File: src/rtl/score_overlay_pkg.sv
// Shared types and constants for the score overlay: converter states, BCD nibble type,
// the 8x8 digit font and the shift-add-3 helper.
package score_overlay_pkg;

  typedef enum logic [1:0] {
    IDLE   = 2'd0,
    LOAD   = 2'd1,
    SHIFT  = 2'd2,
    COMMIT = 2'd3
  } conv_state_e;

  typedef logic [3:0] bcd_nibble_t;

  localparam int FONT_ROWS = 8;
  localparam int FONT_COLS = 8;

  // One 64-bit glyph per digit; row 0 is the top byte, bit 7 of each byte is the leftmost pixel.
  localparam logic [0:9][63:0] FONT = {
    64'h3C666E7666663C00,
    64'h1838181818187E00,
    64'h3C66060C30607E00,
    64'h3C66061C06663C00,
    64'h0C1C3C6C7E0C0C00,
    64'h7E607C0606663C00,
    64'h3C607C6666663C00,
    64'h7E060C1830303000,
    64'h3C66663C66663C00,
    64'h3C66663E060C3800
  };

  function automatic bcd_nibble_t add3_if_ge5(input bcd_nibble_t n);
    return (n >= 4'd5) ? bcd_nibble_t'(n + 4'd3) : n;
  endfunction

endpackage

File: src/rtl/bin2bcd_seq.sv
// Sequential binary-to-BCD converter (shift-add-3, one bit per cycle).
// done is high during the COMMIT cycle, while bcd holds the finished result.
module bin2bcd_seq #(
  parameter int W_BIN    = 16,
  parameter int N_DIGITS = 5
) (
  input  logic                  clk,
  input  logic                  rst_n,
  input  logic                  start,
  input  logic [W_BIN-1:0]      bin,
  output logic [4*N_DIGITS-1:0] bcd,
  output logic                  busy,
  output logic                  done
);
  import score_overlay_pkg::*;

  localparam int CNT_W = $clog2(W_BIN + 1);

  conv_state_e           state_q, state_d;
  logic [W_BIN-1:0]      bin_q, bin_d;
  logic [4*N_DIGITS-1:0] acc_q, acc_d, acc_adj;
  logic [CNT_W-1:0]      cnt_q, cnt_d;
  logic                  busy_q, busy_d;

  for (genvar gi = 0; gi < N_DIGITS; gi++) begin : g_adj
    assign acc_adj[4*gi +: 4] = add3_if_ge5(acc_q[4*gi +: 4]);
  end

  always_comb begin
    state_d = state_q;
    bin_d   = bin_q;
    acc_d   = acc_q;
    cnt_d   = cnt_q;
    busy_d  = busy_q;
    case (state_q)
      IDLE: begin
        if (start) state_d = LOAD;
      end
      LOAD: begin
        bin_d   = bin;
        acc_d   = '0;
        cnt_d   = CNT_W'(W_BIN);
        busy_d  = 1'b1;
        state_d = SHIFT;
      end
      SHIFT: begin
        acc_d = {acc_adj[4*N_DIGITS-2:0], bin_q[W_BIN-1]};
        bin_d = {bin_q[W_BIN-2:0], 1'b0};
        cnt_d = cnt_q - CNT_W'(1);
        if (cnt_q == CNT_W'(1)) state_d = COMMIT;
      end
      COMMIT: begin
        busy_d  = 1'b0;
        state_d = IDLE;
      end
      default: state_d = IDLE;
    endcase
  end

  always_ff @(posedge clk or negedge rst_n) begin
    if (!rst_n) begin
      state_q <= IDLE;
      bin_q   <= '0;
      acc_q   <= '0;
      cnt_q   <= '0;
      busy_q  <= 1'b0;
    end else begin
      state_q <= state_d;
      bin_q   <= bin_d;
      acc_q   <= acc_d;
      cnt_q   <= cnt_d;
      busy_q  <= busy_d;
    end
  end

  assign bcd  = acc_q;
  assign busy = busy_q;
  assign done = (state_q == COMMIT);

endmodule

File: src/rtl/score_overlay.sv
// Pixel-pipeline stage that overlays the score as left-aligned decimal digits.
// Digits are refreshed once per frame on the vsync falling edge; all outputs are registered once.
module score_overlay #(
  parameter int          DIGITS     = 5,
  parameter int          X0         = 280,
  parameter int          Y0         = 40,
  parameter int          SCALE_LOG2 = 1,
  parameter logic [23:0] FG_RGB     = 24'hFFFFFF
) (
  input  logic        clk,
  input  logic        reset,
  input  logic [15:0] score,
  input  logic [10:0] hcount,
  input  logic [9:0]  vcount,
  input  logic [7:0]  in_r,
  input  logic [7:0]  in_g,
  input  logic [7:0]  in_b,
  input  logic        in_hs,
  input  logic        in_vs,
  input  logic        in_blank_n,
  input  logic        in_sync_n,
  output logic [7:0]  out_r,
  output logic [7:0]  out_g,
  output logic [7:0]  out_b,
  output logic        out_hs,
  output logic        out_vs,
  output logic        out_blank_n,
  output logic        out_sync_n,
  output logic        busy
);
  import score_overlay_pkg::*;

  localparam int CELL_LOG2 = 3 + SCALE_LOG2;
  localparam int CELL      = 1 << CELL_LOG2;
  localparam int LEAD_W    = (DIGITS > 1) ? $clog2(DIGITS) : 1;

  if ((X0 + DIGITS * CELL > 640) || (Y0 + CELL > 440)) begin : g_field_check
    $error("score_overlay: digit field does not fit inside 640x440");
  end

  logic                  in_vs_q, in_vs_d;
  logic                  hs_q, hs_d;
  logic                  blank_q, blank_d;
  logic                  sync_q, sync_d;
  logic [23:0]           rgb_q, rgb_d;
  logic [4*DIGITS-1:0]   disp_q, disp_d;
  logic [LEAD_W-1:0]     lead_q, lead_d;

  logic                  start;
  logic [4*DIGITS-1:0]   conv_bcd;
  logic                  conv_busy;
  logic                  conv_done;
  logic [LEAD_W-1:0]     lead_calc;

  assign start = in_vs_q & ~in_vs;

  bin2bcd_seq #(
    .W_BIN    (16),
    .N_DIGITS (DIGITS)
  ) u_bin2bcd (
    .clk   (clk),
    .rst_n (reset),
    .start (start),
    .bin   (score),
    .bcd   (conv_bcd),
    .busy  (conv_busy),
    .done  (conv_done)
  );

  always_comb begin
    lead_calc = '0;
    for (int i = 0; i < DIGITS; i++) begin
      if (conv_bcd[4*i +: 4] != 4'd0) lead_calc = LEAD_W'(i);
    end
  end

  bcd_nibble_t digit_arr [DIGITS];
  for (genvar gi = 0; gi < DIGITS; gi++) begin : g_digits
    assign digit_arr[gi] = disp_q[4*gi +: 4];
  end

  logic [10:0]       col, row, rel_x, rel_y, field_end;
  logic [LEAD_W-1:0] cell_idx, slot;
  logic [2:0]        gcol, grow;
  logic [5:0]        row_sh;
  bcd_nibble_t       digit;
  logic [7:0]        row_bits;
  logic              in_x, in_y, fg;
  logic              unused_hcount_lsb;

  assign unused_hcount_lsb = hcount[0];

  // Drawn width grows with the leading-digit index; cells are addressed from the left edge.
  always_comb begin
    col       = {1'b0, hcount[10:1]};
    row       = {1'b0, vcount};
    rel_x     = col - 11'(X0);
    rel_y     = row - 11'(Y0);
    field_end = (11'(lead_q) + 11'd1) << CELL_LOG2;
    in_x      = (col >= 11'(X0)) && (rel_x < field_end);
    in_y      = (row >= 11'(Y0)) && (rel_y < 11'(CELL));
    cell_idx  = LEAD_W'(rel_x >> CELL_LOG2);
    slot      = lead_q - cell_idx;
    digit     = digit_arr[slot];
    gcol      = 3'(rel_x >> SCALE_LOG2);
    grow      = 3'(rel_y >> SCALE_LOG2);
    row_sh    = {3'd7 - grow, 3'b000};
    row_bits  = FONT[digit][row_sh +: 8];
    fg        = in_x && in_y && row_bits[3'd7 - gcol];
  end

  always_comb begin
    in_vs_d = in_vs;
    hs_d    = in_hs;
    blank_d = in_blank_n;
    sync_d  = in_sync_n;
    disp_d  = disp_q;
    lead_d  = lead_q;
    if (conv_done) begin
      disp_d = conv_bcd;
      lead_d = lead_calc;
    end
    rgb_d = 24'h0;
    if (in_blank_n) rgb_d = fg ? FG_RGB : {in_r, in_g, in_b};
  end

  always_ff @(posedge clk or negedge reset) begin
    if (!reset) begin
      in_vs_q <= 1'b1;
      hs_q    <= 1'b1;
      blank_q <= 1'b0;
      sync_q  <= 1'b0;
      rgb_q   <= 24'h0;
      disp_q  <= '0;
      lead_q  <= '0;
    end else begin
      in_vs_q <= in_vs_d;
      hs_q    <= hs_d;
      blank_q <= blank_d;
      sync_q  <= sync_d;
      rgb_q   <= rgb_d;
      disp_q  <= disp_d;
      lead_q  <= lead_d;
    end
  end

  assign out_r       = rgb_q[23:16];
  assign out_g       = rgb_q[15:8];
  assign out_b       = rgb_q[7:0];
  assign out_hs      = hs_q;
  assign out_vs      = in_vs_q;
  assign out_blank_n = blank_q;
  assign out_sync_n  = sync_q;
  assign busy        = conv_busy;

endmodule

File: config.mk
export PLATFORM = sky130hd
export DESIGN_NAME = score_overlay
export DESIGN_NICKNAME = d
export VERILOG_FILES = /design/src/rtl/score_overlay_pkg.sv /design/src/rtl/bin2bcd_seq.sv /design/src/rtl/score_overlay.sv
export SDC_FILE = /design/constraint.sdc
export NUM_CORES = 1
export LEC_CHECK = 0
export ABC_AREA = 1
export ABC_CLOCK_PERIOD_IN_PS = 4350
export CAP_MARGIN = 40
export CELL_PAD_IN_SITES_DETAIL_PLACEMENT = 0
export CELL_PAD_IN_SITES_GLOBAL_PLACEMENT = 1
export CORE_UTILIZATION = 39
export CTS_CLUSTER_SIZE = 10
export DETAILED_ROUTE_END_ITERATION = 10
export GPL_TIMING_DRIVEN = 0
export MAX_ROUTING_LAYER = met4
export PLACE_DENSITY = 0.8
export SLEW_MARGIN = 0
export SYNTH_ARGS = -nofsm -noshare
export SYNTH_HDL_FRONTEND = slang
export SYNTH_SLANG_ARGS = --single-unit
File: constraint.sdc
create_clock -name clk -period 4.35 [get_ports clk]
set_input_delay 0.87 -clock clk [delete_from_list [all_inputs] [get_ports clk]]
set_output_delay 0.87 -clock clk [all_outputs]
set_load 0.02 [all_outputs]
# --- Word-level counts from Yosys, hierarchy flattened ---
# Memories as Yosys holds them, arrays and structs flattened.
# Index checks and enable logic that the tools add are counted.
# W data, S select, Z words.
totals:
  regBits: 95
  romBits: 1024
  wordCells: 85
  memories: 1
classes:
  addsub: 12
  order_cmp: 12
  eq_ne: 6
  n_shift: 1
  mux: 25
  bitwise_logic: 4
  reduce_logical: 12
mem_list:
  columns: ["memory", "words", "width", "read_ports", "rd_ports_with_merged_regs", "wr", "line_no", "source"]
  rows:
  - ["(name not given)", 16, 64, 1, 0, 0, "score_overlay.sv:108", "row_bits = FONT[digit][row_sh +: 8];"]
ops:
  columns: ["operator", "n"]
  rows:
  - ["$mux W64", 2]
  - ["$shiftx A64 B7 Y8", 1]
  - ["$mux W24", 2]
  - ["$pmux W20 S2", 1]
  - ["$pmux W16 S2", 1]
  - ["$mux W4", 6]
  - ["$ge A4 B3 Y1 const B", 5]
  - ["$add A4 B2 Y4 const B", 4]
  - ["$reduce_bool A4 Y1", 4]
  - ["$bmux W4 S3", 1]
  - ["$lt A11 B5 Y1 const B", 1]
  - ["$lt A11 B8 Y1", 1]
  - ["$sub A10 B6 Y11 const B", 1]
  - ["$sub A10 B9 Y11 const B", 1]
  - ["$ge A10 B6 Y1 const B", 1]
  - ["$ge A10 B9 Y1 const B", 1]
  - ["$pmux W5 S2", 1]
  - ["$mux W2", 4]
  - ["$pmux W2 S4", 1]
  - ["$mux W3", 2]
  - ["$sub A3 B3 Y3 const A", 2]
  - ["$eq A5 B1 Y1 const B", 1]
  - ["$ge A5 B5 Y1 const B", 1]
  - ["$not A4 Y5", 1]
  - ["20 further kinds", 26]

# --- Logic depth before layout (Yosys ltp) ---
# Gate-level depths: netlist of run 1.
depth:
  depth_word: 16
  ltp_mapped: 27

# --- Modules after synthesis ---
# A second synthesis of run 1 with hierarchy kept.
hier_totals:
  hier_cells: 754
  hier_area_um2: 5715.5
modules_own_cells:
  columns: ["mod", "instances", "cells_each", "area_each_um2", "seq_area_each_um2"]
  rows:
  - ["score_overlay", 1, 449, 3338.2, 1278.7]
  - ["bin2bcd_seq", 1, 305, 2377.3, 1101.1]

# --- Worst setup path before layout of run 1 ---
# OpenSTA, ideal clock, no wires.
synth_timing:
  kind: "input to register"
  start: "input port hcount[4]"
  end: "register rgb_q[10]"
  setup_time_ns: 0.078
  arrival_ns: 3.972
  required_ns: 4.272
  slack_ns: 0.300
  path_stages: 25
  path_buffers: 2
  cell_sequence: "ha_1 ha_1 fa_1 buf_2 inv_1 nand3_1 nand2_1 nand3_1 nand2_1 inv_1 ha_1 inv_1 nand3_1 nand3_1 nand2_1 nand2_1 nand2_1 nor2_1 nand2_1 a21oi_1 nor2_1 nor2_1 nand2_2 buf_6 a21oi_2"
synth_via:
  elab_chain_len: 16
  elab_cells_between_ends: 21
  cone_classes: "add/sub (3); order compare (2); shift (1); mux (9); bitwise (2); reduce/logical (3); memory (1)"
synth_rtl:
  columns: ["item", "line_no", "source"]
  rows:
  - ["start: declaration", "score_overlay.sv:13", "input logic [10:0] hcount,"]
  - ["$sub A10 B9 Y11", "score_overlay.sv:97", "rel_x = col - 11'(X0);"]
  - ["$sub A3 B3 Y3", "score_overlay.sv:103", "slot = lead_q - cell_idx;"]
  - ["$not A3 Y4 (not written as such)", "score_overlay.sv:104", "digit = digit_arr[slot];"]
  - ["$bmux W4 S3", "score_overlay.sv:104", null]
  - ["$mux W4 (not written as such) (2 in series)", "score_overlay.sv:104", null]
  - ["$not A4 Y5 (not written as such)", "score_overlay.sv:108", null]
  - ["$mem_v2 Z16 W64", null, null]
  - ["$mux W64 (not written as such) (2 in series)", "score_overlay.sv:108", null]
  - ["$shiftx A64 B7 Y8", "score_overlay.sv:108", null]
  - ["$bmux W1 S3", "score_overlay.sv:109", "fg = in_x && in_y && row_bits[3'd7 - gcol];"]
  - ["$mux W1 (not written as such)", "score_overlay.sv:109", null]
  - ["$logic_and A1 B1 Y1 (*)", "score_overlay.sv:109", null]
  - ["$mux W24 (*) (2 in series)", "score_overlay.sv:124", "if (in_blank_n) rgb_d = fg ? FG_RGB : {in_r, in_g, in_b};"]
  - ["via rgb_d[10]", "score_overlay.sv:45", "logic [23:0] rgb_q, rgb_d;"]
  - ["end signal: assignment", "score_overlay.sv:141", "rgb_q <= rgb_d;"]
  - ["end: declaration", "score_overlay.sv:45", null]
# The timed path passes the listed nets; every way through them passes the cells marked *. The select of a mux whose other input is x is not followed.
# A chain may end at the register's enable or synchronous reset.

# --- Worst setup path after layout of run 1 ---
layout_timing:
  start: "input port hcount[4]"
  end: "register rgb_q[9]"
# The elaborated chain is that of the path after synthesis.

==> results of run 1 <==
## cell usage in the layout (no fill, tap or decap), types with 21 or more instances in the layout
cell and instances:
o21ai_0 50, inv_1 101, a21oi_1 21, clkdlybuf4s50_1 88, ha_1 27, nand3_1 66, a21oi_2 23, nor2_1 34
nand2_1 188, dfrtp_1 93
## final cells by class
| class | instances | area share [%] |
|---|---|---|
| inverters | 110 | 5.88 |
| flip-flops and latches | 95 | 32.9 |
| multi-input cells | 492 | 38.8 |
| clock inverters | 1 | 0.0691 |
| plain buffers | 23 | 1.78 |
| well taps | 180 | 3.11 |
| clock buffers | 13 | 3.59 |
| repair buffers | 99 | 13.9 |
## registers in the layout (all words and copies together), names as in the netlist
signal and cells:
u_bin2bcd.bin_q 16, u_bin2bcd.bcd 20, u_bin2bcd.cnt_q 5, out_vs 1
u_bin2bcd.busy 1, rgb_q 24, lead_q 3, out_hs 1
u_bin2bcd.state_q 2, disp_q 20, out_sync_n 1, out_blank_n 1
## per-stage QoR
stage | instance area [µm²] | total power, µW
floorplan | 5600 | 2130
global placement | 6750 | 2560
detailed placement | 6780 | 2590
CTS | 7150 | 3360
global route | 7240 | 3690
finish | 7240 | 3400
## critical path, stage by stage
cell and delay [ns]:
clkbuf_2 0.14, ha_4 0.26, ha_2 0.18, fa_2 0.58
buf_6 0.13, nand2_2 0.07, nor2_2 0.10, nand3b_1 0.13
nand2_2 0.10, ha_4 0.27, inv_4 0.07, nand3_4 0.11
nand3_4 0.11, nand2_1 0.05, nand2_1 0.09, nand2_1 0.05
nor2_1 0.11, nand2_1 0.07, a21oi_2 0.14, nor2_1 0.06
nor2_2 0.14, nand2_4 0.10, bufbuf_16 0.28, a21oi_2 0.10
## Yosys cell counts
cell and count:
nand2_1 192, inv_1 104, dfrtp_1 93, nand3_1 69, o21ai_0 50, nor2_1 36
ha_1 30, a21oi_1 24, a21oi_2 20, clkbuf_1 17, o22ai_1 10, nand4_1 8
nand2_2 7, nand3_2 6, xor2_1 6, o211ai_1 5, buf_6 4, nor3_1 4
o32ai_1 4, inv_2 3, nand3_4 3, nand3b_1 3, or2_2 3, xnor2_1 3
buf_2 2, dfstp_2 2, inv_4 2, o21ai_1 2, a32o_1 1, clkinv_1 1
fa_1 1, nand2_4 1, nor2_2 1, nor2_4 1, o21a_1 1, o31ai_1 1
## metal layers
metal | GRT usage (%) | vias to the layer above
li1 | - | 2529
met1 | 23.5 | 2341
met2 | 33.3 | 108
met3 | 3.51 | 28
met4 | 8.41 | 0
met5 | - | -
## where the power goes
part | total [µW] | internal, µW | switching [µW]
sequential | 1120 | 1040 | 80.7
combinational | 1560 | 542 | 1020
clock | 720 | 412 | 308
## cell families after synthesis
group,Yosys count,share of synthesized area [%]
and+or+nand+nor,334,26.7
buffers and inverters,133,9.58
AOI/OAI and AO/OA,118,12.8
DFF,95,42.5
adders and majority gates,31,7.06
xor gates and xnor gates,9,1.41
## timing repair
action / CTS / global route
setup buffers: 2 / 2
pin swaps: 3 / 10
endpoints found under the setup margin: 24 / 24
gates cloned: 1 / 1
resized for setup: 17 / 22
hold endpoints to repair: 0 / 0
## how the worst min path moves through the flow
stage | cells past startpoint | slack (ns) | endpoint
after floorplan | 2 | 0.45 | disp_q[17]$_DFFE_PN0P_
after global placement | 2 | 0.47 | u_bin2bcd.bin_q[2]$_DFFE_PN0P_
after detailed placement | 2 | 0.49 | disp_q[4]$_DFFE_PN0P_
after CTS | 1 | 0.49 | rgb_q[17]$_DFF_PN0_
after global routing | 1 | 0.50 | rgb_q[17]$_DFF_PN0_
final | 1 | 0.48 | rgb_q[22]$_DFF_PN0_
==> results.ini, run 1 <==
[status]
status=completed

[critical_path]
r2r_slack_ns=0.75
cp_data_arrival_time_ns=4.31
worst-path-max-fanout=5
cp_data_required_time_ns=4.61
crit_path_end_kind=flip-flop
r2r-start=lead_q[0]$_DFFE_PN0P_
critPathCapture=rgb_q[9]$_DFF_PN0_
criticalPathCategory=input pin to flip-flop
critPathLaunch=hcount[4]
worstSetupStartpointType=input pin
reg2regPathDepth=23
r2r_end=rgb_q[9]$_DFF_PN0_

[timing]
setup_slack_ns=0.293
post-route-period-util_pct=93.3
setup_violations=0
finalHoldViolations=0
timing.setup.tns_ns=0
whs_ns=0.477
min_period_ns=4.06
slew_headroom_pct=54.8
finalMaxSlewViolations=0
finalClockSkew_ns=0.00475
fmax_ghz=0.247
tightest_slew_ns=0.678

[floorplan]
start_util_pct=40.2
coreArea_mm2=0.0139
row_count=43
die_y_um=122
io-pin-count=96
die-area_mm2=0.0149
die_w_um=122

[synth]
synth_area_leaders=dfrtp_1, nand2_1, inv_1
synth_fp_nets=818
synthesis.area_mm2=0.00560
syn_avg_cell_area_um2=7.78
ys_seq_area_share_pct=42.5
ys_warn_count=0
synth_area_leader_cell=dfrtp_1
ys_ff_latch=95
ys_types=36
synthCells=720
synth.top_cell.area_share_pct=41.5

[final_layout]
drive_above_1_share_pct=11.6
fillCellCount=1314
utilization_pct=52.0
stdcell_count=1013
antennaDiodeCount=0
fin_nets=928
areaGrowthSynthToFinish_pct=29.2
multi_input_area_mm2=0.00281
seq_area_mm2=0.00238

[global_route]
grt_pass1_vias=4973
grt_pass1_wl_um=22700
track_usage_pct=19.9
grt_max_degree=65
globalRouteOverflowTotal=0
antenna_found_initial=0

[power]
vdd_drop_max_v=0.000302
leakage_uw=0.00348
powerDensity_mw_per_mm2=469

[placement]
place_hpwl_um=10200
io_buffers=92
dp_cells=993
post-place-ws_ns=-0.950
gp_congestion=0.821

[drt]
top_layer_used=met4
met2WireLength_um=6840
wl_met1_um=5960
post-route-drc-count=0
drt-total-wl_um=13600
drt_iter0_drc=277
firstDrtPassIters=7
met3_length_um=412
wire_per_inst_um=13.5
vias_per_cell=4.94
antenna_left=0
num_vias=5006

[worst_hold_path]
hold_path_class=input pin to async pin

[clocking]
clock_path_buffers=2
path_clk_slew_ns=0.06
cts_max_level=3
numCtsBuffers=9
cts_root_buf=clkbuf_16
cts.sinks=95
cts_tree=built
insertion_delay_ns=0.33
hold_buffers=0

[run]
max-cap-violations=0

Power figures use the tool's default switching activity.
==> run 2, diff against run 1 <==
--- a/config.mk
+++ b/config.mk
@@ -13,9 +13,10 @@
 export CORE_UTILIZATION = 39
 export CTS_CLUSTER_SIZE = 10
 export DETAILED_ROUTE_END_ITERATION = 10
+export GPL_ROUTABILITY_DRIVEN = 0
 export GPL_TIMING_DRIVEN = 0
 export MAX_ROUTING_LAYER = met4
-export PLACE_DENSITY = 0.8
+export PLACE_DENSITY = 0.91
 export SLEW_MARGIN = 0
 export SYNTH_ARGS = -nofsm -noshare
 export SYNTH_HDL_FRONTEND = slang
==> results.ini, run 2 (synthesis gave the netlist of run 1 again) <==
[status]
status=completed

[floorplan]
coreArea_mm2=0.0139  ; unchanged
die_y_um=122  ; unchanged
die-area_mm2=0.0149  ; unchanged
io-pin-count=96  ; unchanged
start_util_pct=40.2  ; unchanged
die_w_um=122  ; unchanged
row_count=43  ; unchanged

[clocking]
hold_buffers=0  ; unchanged
clock_path_buffers=2  ; unchanged
cts_tree=built
cts_root_buf=clkbuf_16
cts.sinks=95  ; unchanged
insertion_delay_ns=0.34  ; about the same
path_clk_slew_ns=0.06  ; about the same
numCtsBuffers=9  ; unchanged
cts_max_level=3  ; unchanged

[timing]
tightest_slew_ns=0.703  ; +0.0250 ns
finalClockSkew_ns=0.00463  ; -0.000121 ns
slew_headroom_pct=53.1  ; -1.7 points
grt_setup_unrepaired=false
fmax_ghz=0.246  ; -0.15%
finalMaxSlewViolations=0  ; unchanged
setup_slack_ns=0.287  ; -0.00625 ns
min_period_ns=4.06  ; +0.00625 ns
post-route-period-util_pct=93.4  ; +0.14 points
finalHoldViolations=0  ; unchanged
setup_violations=0  ; unchanged

[final_layout]
fillCellCount=1308  ; -0.46%
post-route-cell-area_mm2=0.00717  ; -1.0%
drive_above_1_share_pct=10.2  ; -1.4 points
antennaDiodeCount=0  ; unchanged
layout_common_cells=nand2_1, inv_1, dfrtp_1
final_common_cell=nand2_1
seq_area_mm2=0.00238  ; unchanged
fin_nets=923  ; -0.54%
areaGrowthSynthToFinish_pct=27.9
largest_register_ff_count=24  ; unchanged
multi_input_area_mm2=0.00275  ; -2.3%
largest_register=rgb_q

[drt]
wl_met1_um=5780  ; -3.2%
met2WireLength_um=6180  ; -9.7%
num_vias=4827  ; -3.6%
firstDrtPassIters=4  ; -3
post-route-drc-count=0  ; unchanged
wire_per_inst_um=12.3  ; -8.4%
vias_per_cell=4.78  ; -3.3%
drt_iter0_drc=242  ; -13%
top_layer_used=met4
met3_length_um=298  ; -28%
drt-total-wl_um=12400  ; -8.7%
antenna_left=0  ; unchanged

[placement]
io_buffers=92  ; unchanged
place_hpwl_um=9570  ; -6.5%
dpl_cell_area_mm2=0.00678  ; unchanged
post-place-ws_ns=-0.812  ; +0.138 ns

[critical_path]
cp_data_required_time_ns=4.61  ; about the same
reg2regPathDepth=23  ; unchanged
r2r-start=lead_q[0]$_DFFE_PN0P_
worst-path-max-fanout=10  ; +5
r2r_slack_ns=0.92  ; +0.17 ns
worstSetupStartpointType=input pin
r2r_end=rgb_q[12]$_DFF_PN0_
criticalPathCategory=input pin to flip-flop
crit_path_end_kind=flip-flop
cp_data_arrival_time_ns=4.32  ; about the same

[power]
p_sw_uw=1350  ; -3.8%
p_int_uw=2040  ; +2.5%
power.total_uw=3390  ; -0.11%
p_comb_share_pct=43.0  ; -2.9 points
p_seq_share_pct=33.0  ; about the same
vdd_drop_max_v=0.000418  ; +38%
clkPwrFrac_pct=24.0  ; +2.8 points
leakage_uw=0.00345  ; -1.1%
p_sw_share_pct=39.8  ; -1.5 points
powerDensity_mw_per_mm2=473  ; +0.90%

[worst_hold_path]
hold_path_class=input pin to async pin

[global_route]
antenna_found_initial=0  ; unchanged
grt_pass1_vias=4525  ; -9.0%
globalRouteOverflowTotal=0  ; unchanged
grt_max_degree=63  ; -3.1%
track_usage_pct=18.6  ; -1.3 points
grt_pass1_wl_um=21300  ; -6.2%

[run]
max-cap-violations=0  ; unchanged

## run 2: cell types whose count changed in the layout (fill, tap and decap cells not counted), moves of 3 or more
cell        change
buf_4           -3
inv_4           -3
inv_2           +3
clkinvlp_4      +3
## run 2: critical path: stages
cell and delay, ns:
dlygate4sd2_1 0.33, ha_4 0.25, ha_1 0.18, fa_1 0.50
buf_6 0.13, nand2_1 0.09, nor2_1 0.13, nand3b_1 0.14
nand2_2 0.10, ha_4 0.26, inv_2 0.08, nand3_2 0.12
nand3_2 0.11, nand2_1 0.05, nand2_1 0.09, nand2_1 0.06
nor2_1 0.08, nand2_1 0.06, a21oi_2 0.12, nor2_1 0.05
nor2_1 0.11, nand2_2 0.11, buf_6 0.17, a21oi_2 0.12
## run 2: power by group through the flow
stage | Sequential [µW] | Combinational [µW] | Clock (µW)
2_1_floorplan | 1140 | 994 | 0
3_3_place_gp | 1130 | 1410 | 0
3_5_place_dp | 1130 | 1420 | 0
4_1_cts | 1120 | 1450 | 837
5_1_grt | 1140 | 1670 | 878
6_report | 1120 | 1460 | 815
## run 2: how the worst max path moves through the flow
stage | start | endpoint | slack [ns] | depth (start not counted)
floorplan | hcount[4] | rgb_q[10]$_DFF_PN0_ | 0.30 | 25
CTS | hcount[5] | rgb_q[12]$_DFF_PN0_ | 0.03 | 24
global route | hcount[4] | rgb_q[3]$_DFF_PN0_ | 0.007 | 26
finish | hcount[4] | rgb_q[12]$_DFF_PN0_ | 0.29 | 24
detailed placement | hcount[4] | rgb_q[12]$_DFF_PN0_ | -0.81 | 26
global placement | reset | rgb_q[13]$_DFF_PN0_ | -1.12 | 1
## run 2: timing repair
action	CTS	global route
gates cloned	0	0
pin swaps	2	2
buffers inserted	1	0
endpoints found under the setup margin	24	24
resized for setup	10	6
## run 2: cell type report
class	instances	share of cell area [%]
Multi-Input combinational cell	492	38.3
Sequential cell	95	33.2
Timing Repair Buffer	94	13.3
Inverter	110	5.83
Clock buffer	12	3.72
Tap cell	180	3.14
Buffer	23	1.75
Clock inverter	4	0.733
## run 2: metrics by stage
stage / hold WS (ns) / instances / utilization, % / setup TNS (ns)
6_report: 0.474 / 1010 / 51.4 / 0
5_1_grt: 0.501 / 1010 / 51.4 / 0
4_1_cts: 0.484 / 1010 / 51.2 / 0
3_5_place_dp: 0.474 / 993 / 48.6 / -18.52
3_3_place_gp: 0.470 / 992 / 48.4 / -122.35
2_1_floorplan: 0.450 / 720 / - / 0
## run 2: layer usage
metal / track usage (%) / up-vias
met2: 30.0 / 79
met3: 2.67 / 15
met4: 5.79 / 0
met5: - / -
met1: 24.1 / 2209
li1: - / 2524
